### config.mk
export PLATFORM = sky130hd
export DESIGN_NAME = ibex_ex_imd_ctrl
export DESIGN_NICKNAME = d
export VERILOG_FILES = /design/src/rtl/ibex_ex_imd_ctrl.sv
export SDC_FILE = /design/constraint.sdc
export NUM_CORES = 1
export LEC_CHECK = 0
export ABC_AREA = 1
export CORE_MARGIN = 1
export CORE_UTILIZATION = 49
export DETAILED_ROUTE_END_ITERATION = 10
export DONT_BUFFER_PORTS = 1
export PLACE_DENSITY = 0.68
export SLEW_MARGIN = 20
export SYNTH_ARGS = -nofsm -noshare
export SYNTH_HDL_FRONTEND = slang
export SYNTH_SLANG_ARGS = --single-unit
### constraint.sdc
create_clock -name clk_i -period 2.5 [get_ports clk_i]
set_clock_uncertainty 0.05 [all_clocks]
set_input_delay 0.5 -clock clk_i [delete_from_list [all_inputs] [get_ports clk_i]]
set_output_delay 0.5 -clock clk_i [all_outputs]
set_load 0.02 [all_outputs]
### src/rtl/ibex_ex_imd_ctrl.sv
`default_nettype none
// ============================================================================
// Module   : ibex_ex_imd_ctrl
// Purpose  : ID-side control for multi-cycle EX operations and owner of the
//            two 34-bit intermediate value registers used by EX.
// Revision : 1.0 - initial release
// ============================================================================
module ibex_ex_imd_ctrl #(
    parameter int unsigned CntWidth = 6
) (
    input  logic                clk_i,
    input  logic                rst_ni,
    input  logic                ex_req_i,
    input  logic                mult_sel_i,
    input  logic                div_sel_i,
    input  logic                kill_i,
    input  logic                wb_ready_i,
    input  logic                ex_valid_i,
    input  logic [1:0]          imd_val_we_i,
    input  logic [33:0]         imd_val_d_i [2],
    output logic [33:0]         imd_val_q_o [2],
    output logic                instr_first_cycle_o,
    output logic                mult_en_o,
    output logic                div_en_o,
    output logic                multdiv_ready_id_o,
    output logic                ex_done_o,
    output logic                busy_o,
    output logic [CntWidth-1:0] ex_cycle_cnt_o
);

    typedef enum logic [1:0] {
        IDLE = 2'd0,
        BUSY = 2'd1,
        HOLD = 2'd2
    } state_e;

    localparam logic [CntWidth-1:0] CntMax = '1;

    state_e              state_q, state_d;
    logic [CntWidth-1:0] cnt_q, cnt_d;
    logic [33:0]         imd_q [2];
    logic                abort;
    logic                issue;
    logic                active;

    // Dropping ex_req_i mid-instruction is handled as a flush.
    assign abort  = kill_i | ((state_q != IDLE) & ~ex_req_i);
    assign issue  = (state_q == IDLE) & ex_req_i & ~kill_i;
    assign active = rst_ni & ~abort & (((state_q == IDLE) & ex_req_i) | (state_q != IDLE));

    assign instr_first_cycle_o = rst_ni & issue;
    assign mult_en_o           = active & mult_sel_i;
    assign div_en_o            = active & div_sel_i;
    assign multdiv_ready_id_o  = rst_ni & wb_ready_i & ~abort;
    assign ex_done_o           = active & ex_valid_i & wb_ready_i;
    assign busy_o              = (state_q != IDLE);
    assign ex_cycle_cnt_o      = cnt_q;
    assign imd_val_q_o         = imd_q;

    always_comb begin
        state_d = state_q;
        if (abort) begin
            state_d = IDLE;
        end else begin
            case (state_q)
                IDLE: begin
                    if (ex_req_i) begin
                        if (ex_valid_i) state_d = wb_ready_i ? IDLE : HOLD;
                        else            state_d = BUSY;
                    end
                end
                BUSY: begin
                    if (ex_valid_i) state_d = wb_ready_i ? IDLE : HOLD;
                end
                HOLD: begin
                    if (wb_ready_i) state_d = IDLE;
                end
                default: state_d = IDLE;
            endcase
        end
    end

    always_comb begin
        cnt_d = cnt_q;
        if (issue) begin
            cnt_d = '0;
        end else if ((state_q != IDLE) && (cnt_q != CntMax)) begin
            cnt_d = cnt_q + CntWidth'(1);
        end
    end

    always_ff @(posedge clk_i or negedge rst_ni) begin
        if (!rst_ni) begin
            state_q <= IDLE;
            cnt_q   <= '0;
        end else begin
            state_q <= state_d;
            cnt_q   <= cnt_d;
        end
    end

    always_ff @(posedge clk_i or negedge rst_ni) begin
        if (!rst_ni) begin
            imd_q[0] <= '0;
            imd_q[1] <= '0;
        end else begin
            for (int i = 0; i < 2; i++) begin
                if (imd_val_we_i[i] && active) imd_q[i] <= imd_val_d_i[i];
            end
        end
    end

    a_sel_onehot : assert property (@(posedge clk_i) disable iff (!rst_ni)
        !(mult_sel_i && div_sel_i));
    a_done_active : assert property (@(posedge clk_i) disable iff (!rst_ni)
        ex_done_o |-> active);
    a_hold_stays : assert property (@(posedge clk_i) disable iff (!rst_ni)
        ((state_q == HOLD) && !wb_ready_i && !abort) |=> (state_q == HOLD));
    a_hold_valid : assert property (@(posedge clk_i) disable iff (!rst_ni)
        ((state_q == HOLD) && wb_ready_i && !abort) |-> ex_valid_i);

endmodule
`default_nettype wire
==> reports/qor.yml, run 1 <==
outcome: "finished, final reports clean"
synth_top_family_by_area: "simple AND/OR/NAND/NOR gates"
yosysWarnings: 0
hold_class: "input pin to asynchronous set/reset pin"
maxCapViolCount: 0
vias: 2433
ant_nets: 0
synth_nets: 455
synth_cell_types: 17
crit_fanout: 5
grt_pass1_wl_um: 11700
path_clk_slew_ns: 0.07
p_per_area_nw_per_um2: 923
p_int_uw: 2100
rsz0062_at_grt: "false"
post_cts_buffers: 0
nets: 454
fill_cells: 584
multiInputGateArea_um2: 1150
synth.area.mux_share: 0
cts-root-buf: "clkbuf_8"
antenna_found_initial: 0
die_height_um: 82.9
slew_headroom: 0.592
syn_inst: 376
netlist_top_cells_count: "163 x nand2_1, 78 x nand3_1, 76 x dfrtp_1"
start_util: 0.506
hpwl_um: 4700
leakagePower_uw: 0.00190
cts_max_level: 3
r2r_slack_ns: 0.85
syn_to_final_growth_pct: 8.92
synthAdderAreaFrac: 0.00390
cts_tree: "yes"
synth-simple-area-share: 0.345
clockBufferDepth: 2
port_buffers: 0
coreArea_um2: 6350
wl_um: 7100
ys_seq_area_frac: 0.592
grt_overflow: 0
hold_viol: 0
synth_xor_area_frac: 0.00818
rr_worst_depth: 7
routedWlPerCell_um: 15.6
dieWidth_um: 82.9
r2r-end: "ex_cycle_cnt_o[2]"
synthArstFlopShare: 1.00
crit_path_start_kind: "register"
dp_cells: 440
yosysTopAreaCellShare: 0.592
cts_num_sinks: 76
synth.avg_cell_area_um2: 8.54
ios: 158
drive_gt1_frac: 0.0844
grt_max_degree: 77
regArea_um2: 1900
finalSetupViolCount: 0
antenna_cells: 0
fin_cells: 456
ys.flop_type: "dfrtp_1"
period_share: 0.842
netlist.top_cell.by_area: "dfrtp_1"
place_congestion: 0.752
fin_crit_ns: 2.10
peakVddDrop_mv: 0.483
setup-tns-final_ns: 0
p_comb_frac: 0.108
worstPathArrival_ns: 1.55
grt_pass1_vias: 2342
yosysMostFrequentCell: "nand2_1"
power_uw: 3230
synth-seq-cells: 76
synthTopCellsByArea: "dfrtp_1 59%, nand2_1 19%, nand3_1 12%, buf_2 2.0%, inv_1 1.4%"
clkLatencyLatePin_ns: 0.33
drt_pass1_iterations: 4
crit_required_ns: 1.95
syn-cell-area_um2: 3210
drtIter0Drc: 139
pwr-share-clk: 0.291
synth-edff-count: 0
r2r_start: "ex_cycle_cnt_o[0]"
numCtsBuffers: 9
post-route-drc-count: 0
switching_share: 0.350
vias_per_cell: 5.34
end_kind: "primary output"
rows: 29
crit_type: "register to primary output"
fmax_ghz: 0.475
synth_compound_area_frac: 0.00156
dieArea_um2: 6880
grt_use_total: 0.215
switchingPower_uw: 1130
slew_viol_final: 0
seqPwrFrac: 0.601
worst_pin_slew_ns: 0.610
## metal layers
| layer | track usage | wire length (um) | up-vias |
|---|---|---|---|
| met2 | 0.341 | 3460 | 95 |
| met5 | 0 | 0 | - |
| li1 | - | - | 1182 |
| met3 | 0.0835 | 535 | 6 |
| met1 | 0.266 | 3030 | 1150 |
| met4 | 0.0831 | 79 | 0 |
## power groups by stage
stage	clock, uW	sequential [uW]	combinational (uW)
6_report	938	1940	348
5_1_grt	1020	1970	414
4_1_cts	965	1940	355
3_5_place_dp	0	1960	326
3_3_place_gp	0	1960	302
2_1_floorplan	0	1910	287
## flip-flops by register name (all words and copies together) (netlist names)
| name | count |
|---|---|
| imd_val_q_o | 68 |
| ex_cycle_cnt_o | 6 |
| state_q | 2 |
## metrics by stage
| stage | instance area, um2 | utilization | hold slack (ns) | setup slack, ns |
|---|---|---|---|---|
| after floorplan | 3210 | - | 0.154 | 0.505 |
| after global placement | 3270 | 0.515 | 0.156 | 0.664 |
| after detailed placement | 3270 | 0.515 | 0.156 | 0.606 |
| after CTS | 3500 | 0.551 | 0.00960 | 0.371 |
| after global routing | 3500 | 0.551 | 0.0170 | 0.250 |
| final | 3500 | 0.551 | 0.00851 | 0.396 |
## final cells by class
type	count	share of cell area
Sequential cell	76	0.544
Multi-Input combinational cell	266	0.329
Clock buffer	11	0.0433
Timing Repair Buffer	9	0.0286
Tap cell	77	0.0275
Clock inverter	4	0.0140
Inverter	13	0.0140
## placed cells by master (no fill, tap or decap), types with 2 or more instances in the layout
master    count
buf_4         7
clkbuf_8     11
clkinv_2      2
dfrtp_1      76
inv_1        12
nand2_1     163
nand2_2       3
nand3_1      78
nor2_1       12
nor2_2        2
nor2_4        2
xor2_1        2
## critical path: stages, from the launching register on
cell     delay (ns)
dfrtp_1        0.42
nor2_1         0.20
nand2_1        0.10
nand2_1        0.12
nand2_1        0.07
nor2_1         0.32
## how the worst max path moves through the flow
| stage | from | endpoint | slack (ns) |
|---|---|---|---|
| floorplan | kill_i | ex_done_o | 0.51 |
| global placement | kill_i | imd_val_q_o[12] | 0.66 |
| detailed placement | kill_i | imd_val_q_o[22] | 0.61 |
| CTS | state_q[0] | multdiv_ready_id_o | 0.37 |
| global route | state_q[0] | multdiv_ready_id_o | 0.25 |
| finish | state_q[0] | multdiv_ready_id_o | 0.40 |
## logic make-up after synthesis
group | after synthesis
adders and majority gates | 1
DFF | 76
xor gates and xnor gates | 3
and+or+nand+nor | 261
AOI/OAI and AO/OA | 1
buffers and inverters | 34
## timing repair
action,CTS,global route
hold buffers,1,0
resized for setup,0,0
endpoints found under the hold margin,76,0
No activity file was read; power rests on OpenSTA's default activity.
==> inputs of run 2 (changes only) <==
Clock period 2.5 ns to 2 ns, I/O delays scaled along.
==> run 2 against run 1 <==
The run now ends with hold timing left. Final area down 0.14%. Cell count up 0.22%. Clock power up 26%. Critical path depth unchanged. Utilization down 0.079 points. Register-to-register slack worse by 0.43 ns. Sequential power up 25%. Critical path type unchanged. Largest cell class unchanged.
==> reports/qor.yml, run 2 (same netlist as run 1, synthesis figures left out) <==
outcome: "finished with violations"
failed_checks: "hold timing"
holdWs_ns: -0.297  # -0.306 ns
fin_crit_ns: 1.83
setup-tns-final_ns: 0  # unchanged
dieArea_um2: 6880  # unchanged
cts_tree: "yes"
antenna_cells: 0  # unchanged
slew_headroom: 0.771  # +0.180
crit_chain: "nor2_2, nand2_1, nand2_2, nand2_1, nor2_4"
path_clk_slew_ns: 0.09  # +0.02 ns
ios: 158  # unchanged
finalSetupViolCount: 0  # unchanged
placedInstanceArea_um2: 3280  # +0.23%
pre_cts_ws_ns: 0.330  # -0.277 ns
die_height_um: 82.9  # unchanged
grt_overflow: 0  # unchanged
start_util: 0.506  # unchanged
nets: 454  # unchanged
crit_type: "register to primary output"
crit_required_ns: 1.55  # -0.40 ns
syn_to_final_growth_pct: 8.77
cts-root-buf: "clkbuf_8"
dieWidth_um: 82.9  # unchanged
clkLatencyLatePin_ns: 0.33  # about the same
p_per_area_nw_per_um2: 1150  # +24%
grt_max_degree: 79  # +2.6%
coreArea_um2: 6350  # unchanged
rsz0062_at_grt: "false"
slew_viol_final: 0  # unchanged
peakVddDrop_mv: 0.611  # +27%
antenna_found_initial: 0  # unchanged
rows: 29  # unchanged
period_share: 0.913
grt_use_total: 0.215  # about the same
cpMostUsedCell: "nand2_1"
cp_slowest_cell: "dfrtp_1"
vias: 2453  # +0.82%
hpwl_um: 4810  # +2.4%
leakagePower_uw: 0.00188  # -1.1%
layout_setup_ws_ns: 0.174  # -0.222 ns
ant_nets: 0  # unchanged
final_area_um2: 3490  # -0.14%
post-route-drc-count: 0  # unchanged
routedWlPerCell_um: 15.6  # +0.43%
r2r_start: "ex_cycle_cnt_o[0]"
hold_viol: 76  # +76
r2r_slack_ns: 0.42  # -0.43 ns
final_cell_mix: "162 x nand2_1, 78 x nand3_1, 76 x dfrtp_1, 12 x inv_1"
cts_num_sinks: 76  # unchanged
r2r-end: "ex_cycle_cnt_o[4]"
grt_pass1_vias: 2410  # +2.9%
fin_cells: 457  # +0.22%
vias_per_cell: 5.37  # +0.60%
maxCapViolCount: 0  # unchanged
crit_path_start_kind: "register"
grt_pass1_wl_um: 11800  # +0.71%
cts_max_level: 3  # unchanged
largest_register_ffs: 68  # unchanged
clockBufferDepth: 2  # unchanged
fill_cells: 631  # +8.0%
end_kind: "primary output"
hold_class: "input pin to asynchronous set/reset pin"
drt_pass1_iterations: 4  # unchanged
critPathMaxStageDelay_ns: 0.44  # +0.02 ns
drtIter0Drc: 106  # -24%
drive_gt1_frac: 0.0921  # +0.00767
post_cts_buffers: 0  # unchanged
port_buffers: 0  # unchanged
dp_cells: 441  # +0.23%
fmax_ghz: 0.548
worstPathArrival_ns: 1.38  # -0.17 ns
rr_worst_depth: 7  # unchanged
place_congestion: 0.798  # +6.2%
wl_um: 7150  # +0.65%
final_common_cell: "nand2_1"
worst_pin_slew_ns: 0.343  # -0.268 ns
crit_fanout: 5  # unchanged
numCtsBuffers: 9  # unchanged
## run 2: cell types whose count changed in the layout (fill, tap and decap cells not counted), sizes merged
cell | previous run | this run
clkinv | 3 | 1
clkinvlp | 0 | 3
## run 2: cell type report
cell class                 instances  area (um2)  share of cell area
clock buffer                      11         141              0.0405
timing repair buffer               9        80.1              0.0229
multi-input combinational        266        1160               0.333
inverter                          13        48.8              0.0140
tap                               77        96.3              0.0276
sequential                        76        1900               0.545
clock inverter                     5        61.3              0.0176
## run 2: worst max path at each step
stage | cells past startpoint | from | slack [ns] | end
floorplan | 6 | kill_i | 0.21 | ex_done_o
global placement | 5 | state_q[0] | 0.38 | multdiv_ready_id_o
detailed placement | 5 | state_q[0] | 0.33 | multdiv_ready_id_o
CTS | 5 | state_q[0] | 0.04 | multdiv_ready_id_o
global route | 5 | state_q[0] | 0.05 | multdiv_ready_id_o
finish | 5 | state_q[0] | 0.17 | multdiv_ready_id_o
## run 2: power by group
| group | internal [uW] | total, uW | switching, uW | leakage (uW) |
|---|---|---|---|---|
| clock network | 613 | 1180 | 563 | 0.0000918 |
| logic | 159 | 406 | 247 | 0.000829 |
| registers | 1820 | 2420 | 599 | 0.000963 |
## run 2: worst max-delay path: cells and delay by family (launching register included)
| family | cells | cell delay (ns) |
|---|---|---|
| DFF | 1 | 0.44 |
| and+or+nand+nor | 5 | 0.61 |
## run 2: routing by layer
layer  global-route usage  up-vias  routed length (um)
li1                     -     1184                   -
met1                0.267     1174                3050
met2                0.352       90                3490
met3               0.0845        5                 560
met4               0.0533        0                  50
met5                    0        -                   0
## run 2: per-stage QoR
step	util	power, uW
6_report	0.550	4010
5_1_grt	0.550	4210
4_1_cts	0.548	4040
3_5_place_dp	0.516	2860
3_3_place_gp	0.516	2830
2_1_floorplan	-	2740
## run 2: timing repair
| item | CTS | global route |
|---|---|---|
| endpoints found under the setup margin | 1 | 2 |
| endpoints found under the hold margin | 76 | 76 |
| resized for setup | 1 | 3 |
